### config.mk
export PLATFORM = sky130hd
export DESIGN_NAME = match_ctrl
export DESIGN_NICKNAME = d
export VERILOG_FILES = /design/src/rtl/match_ctrl.sv
export SDC_FILE = /design/constraint.sdc
export NUM_CORES = 1
export LEC_CHECK = 0
export ABC_AREA = 1
export ABC_CLOCK_PERIOD_IN_PS = 2800
export BUFFER_PORTS_ARGS = -buffer_cell sky130_fd_sc_hd__buf_2
export CAP_MARGIN = 20
export CORE_MARGIN = 5
export CORE_UTILIZATION = 62
export CTS_CLUSTER_SIZE = 12
export DETAILED_ROUTE_END_ITERATION = 10
export PLACE_DENSITY = 0.85
export SLEW_MARGIN = 20
export SYNTH_ARGS = -nofsm -noshare
export SYNTH_HDL_FRONTEND = slang
export SYNTH_SLANG_ARGS = --single-unit
### constraint.sdc
create_clock -name clk -period 2.8 [get_ports clk]
set_input_delay 0.42 -clock clk [delete_from_list [all_inputs] [get_ports clk]]
set_output_delay 0.42 -clock clk [all_outputs]
set_load 0.05 [all_outputs]
### src/rtl/match_ctrl.sv
// Match sequencer: scores rounds reported by the bomb stage, holds each result
// for HOLD_TICKS one-second ticks, then restarts the round or ends the match.
module match_ctrl #(
   parameter int WIN_ROUNDS = 3,
   parameter int HOLD_TICKS = 3,
   parameter int MAX_ROUNDS = 15
) (
   input  logic       clk,
   input  logic       rst,
   input  logic       tick,
   input  logic       start,
   input  logic [1:0] game_state,
   output logic       round_rst,
   output logic       freeze,
   output logic [3:0] scoreA,
   output logic [3:0] scoreB,
   output logic [3:0] round_num,
   output logic [1:0] match_state,
   output logic [1:0] match_winner
);

   typedef enum logic [1:0] {
      IDLE       = 2'b00,
      PLAY       = 2'b01,
      ROUND_OVER = 2'b10,
      MATCH_OVER = 2'b11
   } state_t;

   localparam logic [3:0] WIN_N  = 4'(WIN_ROUNDS);
   localparam logic [3:0] HOLD_N = 4'(HOLD_TICKS);
   localparam logic [3:0] MAX_N  = 4'(MAX_ROUNDS);

   state_t     state;
   logic [1:0] guard;
   logic [3:0] hold;
   logic [3:0] hold_next;

   assign hold_next   = hold + 4'd1;
   assign match_state = state;

   always_ff @(posedge clk) begin
      if (rst) begin
         state        <= IDLE;
         scoreA       <= 4'd0;
         scoreB       <= 4'd0;
         round_num    <= 4'd0;
         round_rst    <= 1'b0;
         freeze       <= 1'b1;
         match_winner <= 2'b00;
         guard        <= 2'd0;
         hold         <= 4'd0;
      end else begin
         round_rst <= 1'b0;
         case (state)
            IDLE: begin
               if (start) begin
                  round_rst <= 1'b1;
                  round_num <= 4'd1;
                  guard     <= 2'd2;
                  freeze    <= 1'b0;
                  state     <= PLAY;
               end
            end

            PLAY: begin
               // The guard window hides results left over from the previous
               // round while the downstream stages are being reinitialised.
               if (guard != 2'd0) begin
                  guard <= guard - 2'd1;
               end else if (game_state != 2'b00) begin
                  if (game_state == 2'b01 && scoreA != WIN_N) scoreA <= scoreA + 4'd1;
                  if (game_state == 2'b10 && scoreB != WIN_N) scoreB <= scoreB + 4'd1;
                  hold   <= 4'd0;
                  freeze <= 1'b1;
                  state  <= ROUND_OVER;
               end
            end

            ROUND_OVER: begin
               if (tick) begin
                  hold <= hold_next;
                  if (hold_next == HOLD_N) begin
                     if (scoreA == WIN_N) begin
                        match_winner <= 2'b01;
                        state        <= MATCH_OVER;
                     end else if (scoreB == WIN_N) begin
                        match_winner <= 2'b10;
                        state        <= MATCH_OVER;
                     end else if (round_num == MAX_N) begin
                        if (scoreA > scoreB)      match_winner <= 2'b01;
                        else if (scoreB > scoreA) match_winner <= 2'b10;
                        else                      match_winner <= 2'b11;
                        state <= MATCH_OVER;
                     end else begin
                        round_rst <= 1'b1;
                        round_num <= round_num + 4'd1;
                        guard     <= 2'd2;
                        hold      <= 4'd0;
                        freeze    <= 1'b0;
                        state     <= PLAY;
                     end
                  end
               end
            end

            MATCH_OVER: begin
               if (start) begin
                  scoreA       <= 4'd0;
                  scoreB       <= 4'd0;
                  round_num    <= 4'd1;
                  match_winner <= 2'b00;
                  round_rst    <= 1'b1;
                  guard        <= 2'd2;
                  hold         <= 4'd0;
                  freeze       <= 1'b0;
                  state        <= PLAY;
               end
            end

            default: state <= IDLE;
         endcase
      end
   end

endmodule

==> impl_metrics.toml <==
[critical_path]
path_delay_family = "flip-flops"
crit_type = "register to register"
endpoint_kind = "register"
worst_ep_arrival_time_ps = 2180
crit_buf_inv = 2
required_ps = 3040
crit_path_top_delay_cell = "dfxtp_1"
critPathMaxFanout = 13
critPathMaxStageDelay_ps = 430
start_kind = "register"
path_common_cell = "nor2_1"
crit_chain = "inv_1 > ha_1 > inv_2 > nor2_4 > a21oi_4 > nand4_1 > nor2_1 > nor2_1"

[layout]
layout.nets = 301
areaGrowthSynthToFinish_pct = 8.44
layout-drive-gt1-share = 0.209
n_antenna_cell = 0
fin_util = 0.700

[pwr]
leakage_nw = 0.958
ir_worst_vdd_mv = 0.894
power-per-cell-area_nw_per_um2 = 1050

[detailed_routing]
postRouteAntennaNets = 0
dr.first_iter.drc_count = 114
viasPerCell = 5.29
wl_um = 3630
post_drt_wl_per_cell_um = 11.7
via_count = 1635
drc = 0
first_pass_iters = 4

[synthesis]
syn_nets = 276
yosysWarnings = 0
synth-seq-cells = 24
syn_inst = 255
netlist-cell-type-count = 29
seq_area_frac_synth = 0.270
syn_avg_cell_area_um2 = 6.98
synth_area_um2 = 1780

[sta]
finClkSkew_ps = 6.57
fin_crit_sh = 0.692
relSlewSlack = 0.585
rsz0062_at_grt = "no"
slew_viol_final = 0
fin_crit_ps = 1940
setup_slack_ps = 863
fmax_mhz = 516
tightestPinTransition_ps = 623
hold_violations = 0
setup_viol = 0
finalSetupTns_ps = 0

[placed_design]
hpwl_um = 2760
port_buffers = 23
place_congestion = 0.838
pre_cts_ws_ps = 891

[cts]
post-cts-setup-buffers = 0
htreeDepth = 1
ctsResizeCount = 0
path_clk_slew_ps = 140
clockBufferDepth = 2
root_buffer = "clkbuf_4"
clk-insertion-delay-late_ps = 320
cts_hold_buf = 0
numCtsBuffers = 3
cts_tree = "yes"
clock_sinks = 24

[global_routing]
gr-total-overflow = 0
grt_max_degree = 15
grtUsageTotal = 0.183
antenna_found_initial = 0
grt_pass1_vias = 1412
grt_pass1_wl_um = 6220

[run_status]
outcome = "finished, final reports clean"

[die]
die-area_um2 = 4040
fp.dieW_um = 63.6
initial_core_util = 0.645
die_y_um = 63.6
fp.coreArea_um2 = 2760
pin_count = 24
rows = 19

[hold_path]
hp-class = "primary input to register"

[flow_run]
maxCapViolations = 0
[kinds of logic after synthesis]
logic type | synth area share
buffers and inverters | 0.0992
AOI/OAI and AO/OA | 0.0886
adders and majority gates | 0.105
DFF | 0.270
xor gates and xnor gates | 0.0246
and+or+nand+nor | 0.412
[final cells by class]
cell class	instances	area, um2
Fill cell	245	828
Inverter	40	150
Sequential cell	24	480
Timing Repair Buffer	23	115
Multi-Input combinational cell	188	1120
Clock buffer	3	22.5
Tap cell	31	38.8
[cells in the mapped netlist, drive strengths merged]
library cell  number  share of area
buf                2          0.013
o21ai              6          0.019
xor2               4          0.020
nor2              28          0.077
nand3             25          0.091
dfxtp             24           0.27
or2                1         0.0035
and2               1         0.0035
ha                15           0.11
nand2             72           0.18
nand4             12          0.042
a21boi             1         0.0042
inv               40          0.084
o21bai             2         0.0084
nor3               2          0.012
clkbuf             1         0.0021
xnor2              1         0.0049
a21oi             18          0.057
[layout by cell type (no fill, tap or decap), drive strengths merged]
cell    count
a21boi      1
o21ai       6
o21bai      2
clkbuf      3
nand4      12
nand3      25
buf        23
nor3        2
inv        40
and2        1
or2         1
nor2       28
xor2        4
dfxtp      24
ha         15
nand2      72
xnor2       1
a21oi      18
[per-layer routing]
layer / global-route usage / routed length, um
met3: 0.0231 / 127
met1: 0.268 / 1790
met5: 0 / 0
met2: 0.282 / 1670
met4: 0.0442 / 39
[stage by stage]
stage          instances  hold slack, ps  cell area, um2  total power, mW
4_1_cts              309             345            1930             2.02
5_1_grt              309             345            1930             2.21
3_5_place_dp         306             477            1910             1.86
2_1_floorplan        255             451            1780             1.64
6_report             309             350            1930             2.02
3_3_place_gp         306             469            1910             1.84
[worst paths after layout]
path                                     from  slack (ps)  depth (start not counted)                           to
hold reg to reg         guard[0]$_SDFFE_PP0P_         490                          2        guard[0]$_SDFFE_PP0P_
setup reg to reg  match_state[0]$_SDFFE_PP0P_         860                          8  match_state[1]$_SDFFE_PP0P_
setup / recovery  match_state[0]$_SDFFE_PP0P_         860                          8  match_state[1]$_SDFFE_PP0P_
hold / removal                          start         350                          3         round_rst$_SDFF_PP0_
[state kept, by name, summed over array words and instances, names as in the netlist]
| name | flops |
|---|---|
| scoreB | 4 |
| scoreA | 4 |
| match_state | 2 |
| hold | 4 |
| guard | 2 |
| round_num | 4 |
| freeze | 1 |
| round_rst | 1 |
| match_winner | 2 |
[where the power goes]
part	leakage, nW	internal (mW)	switching, mW
logic	0.748	0.418	0.909
registers	0.196	0.436	0.0950
clock network	0.0138	0.0505	0.109
total	0.958	0.905	1.11
[worst register-to-register path: stages, from the launching register on]
cell     delay [ps]
dfxtp_1         430
inv_1           100
ha_1            420
inv_2           200
nor2_4           60
a21oi_4         290
nand4_1         170
nor2_1          130
nor2_1           50
(Power assumes the default switching activity.)
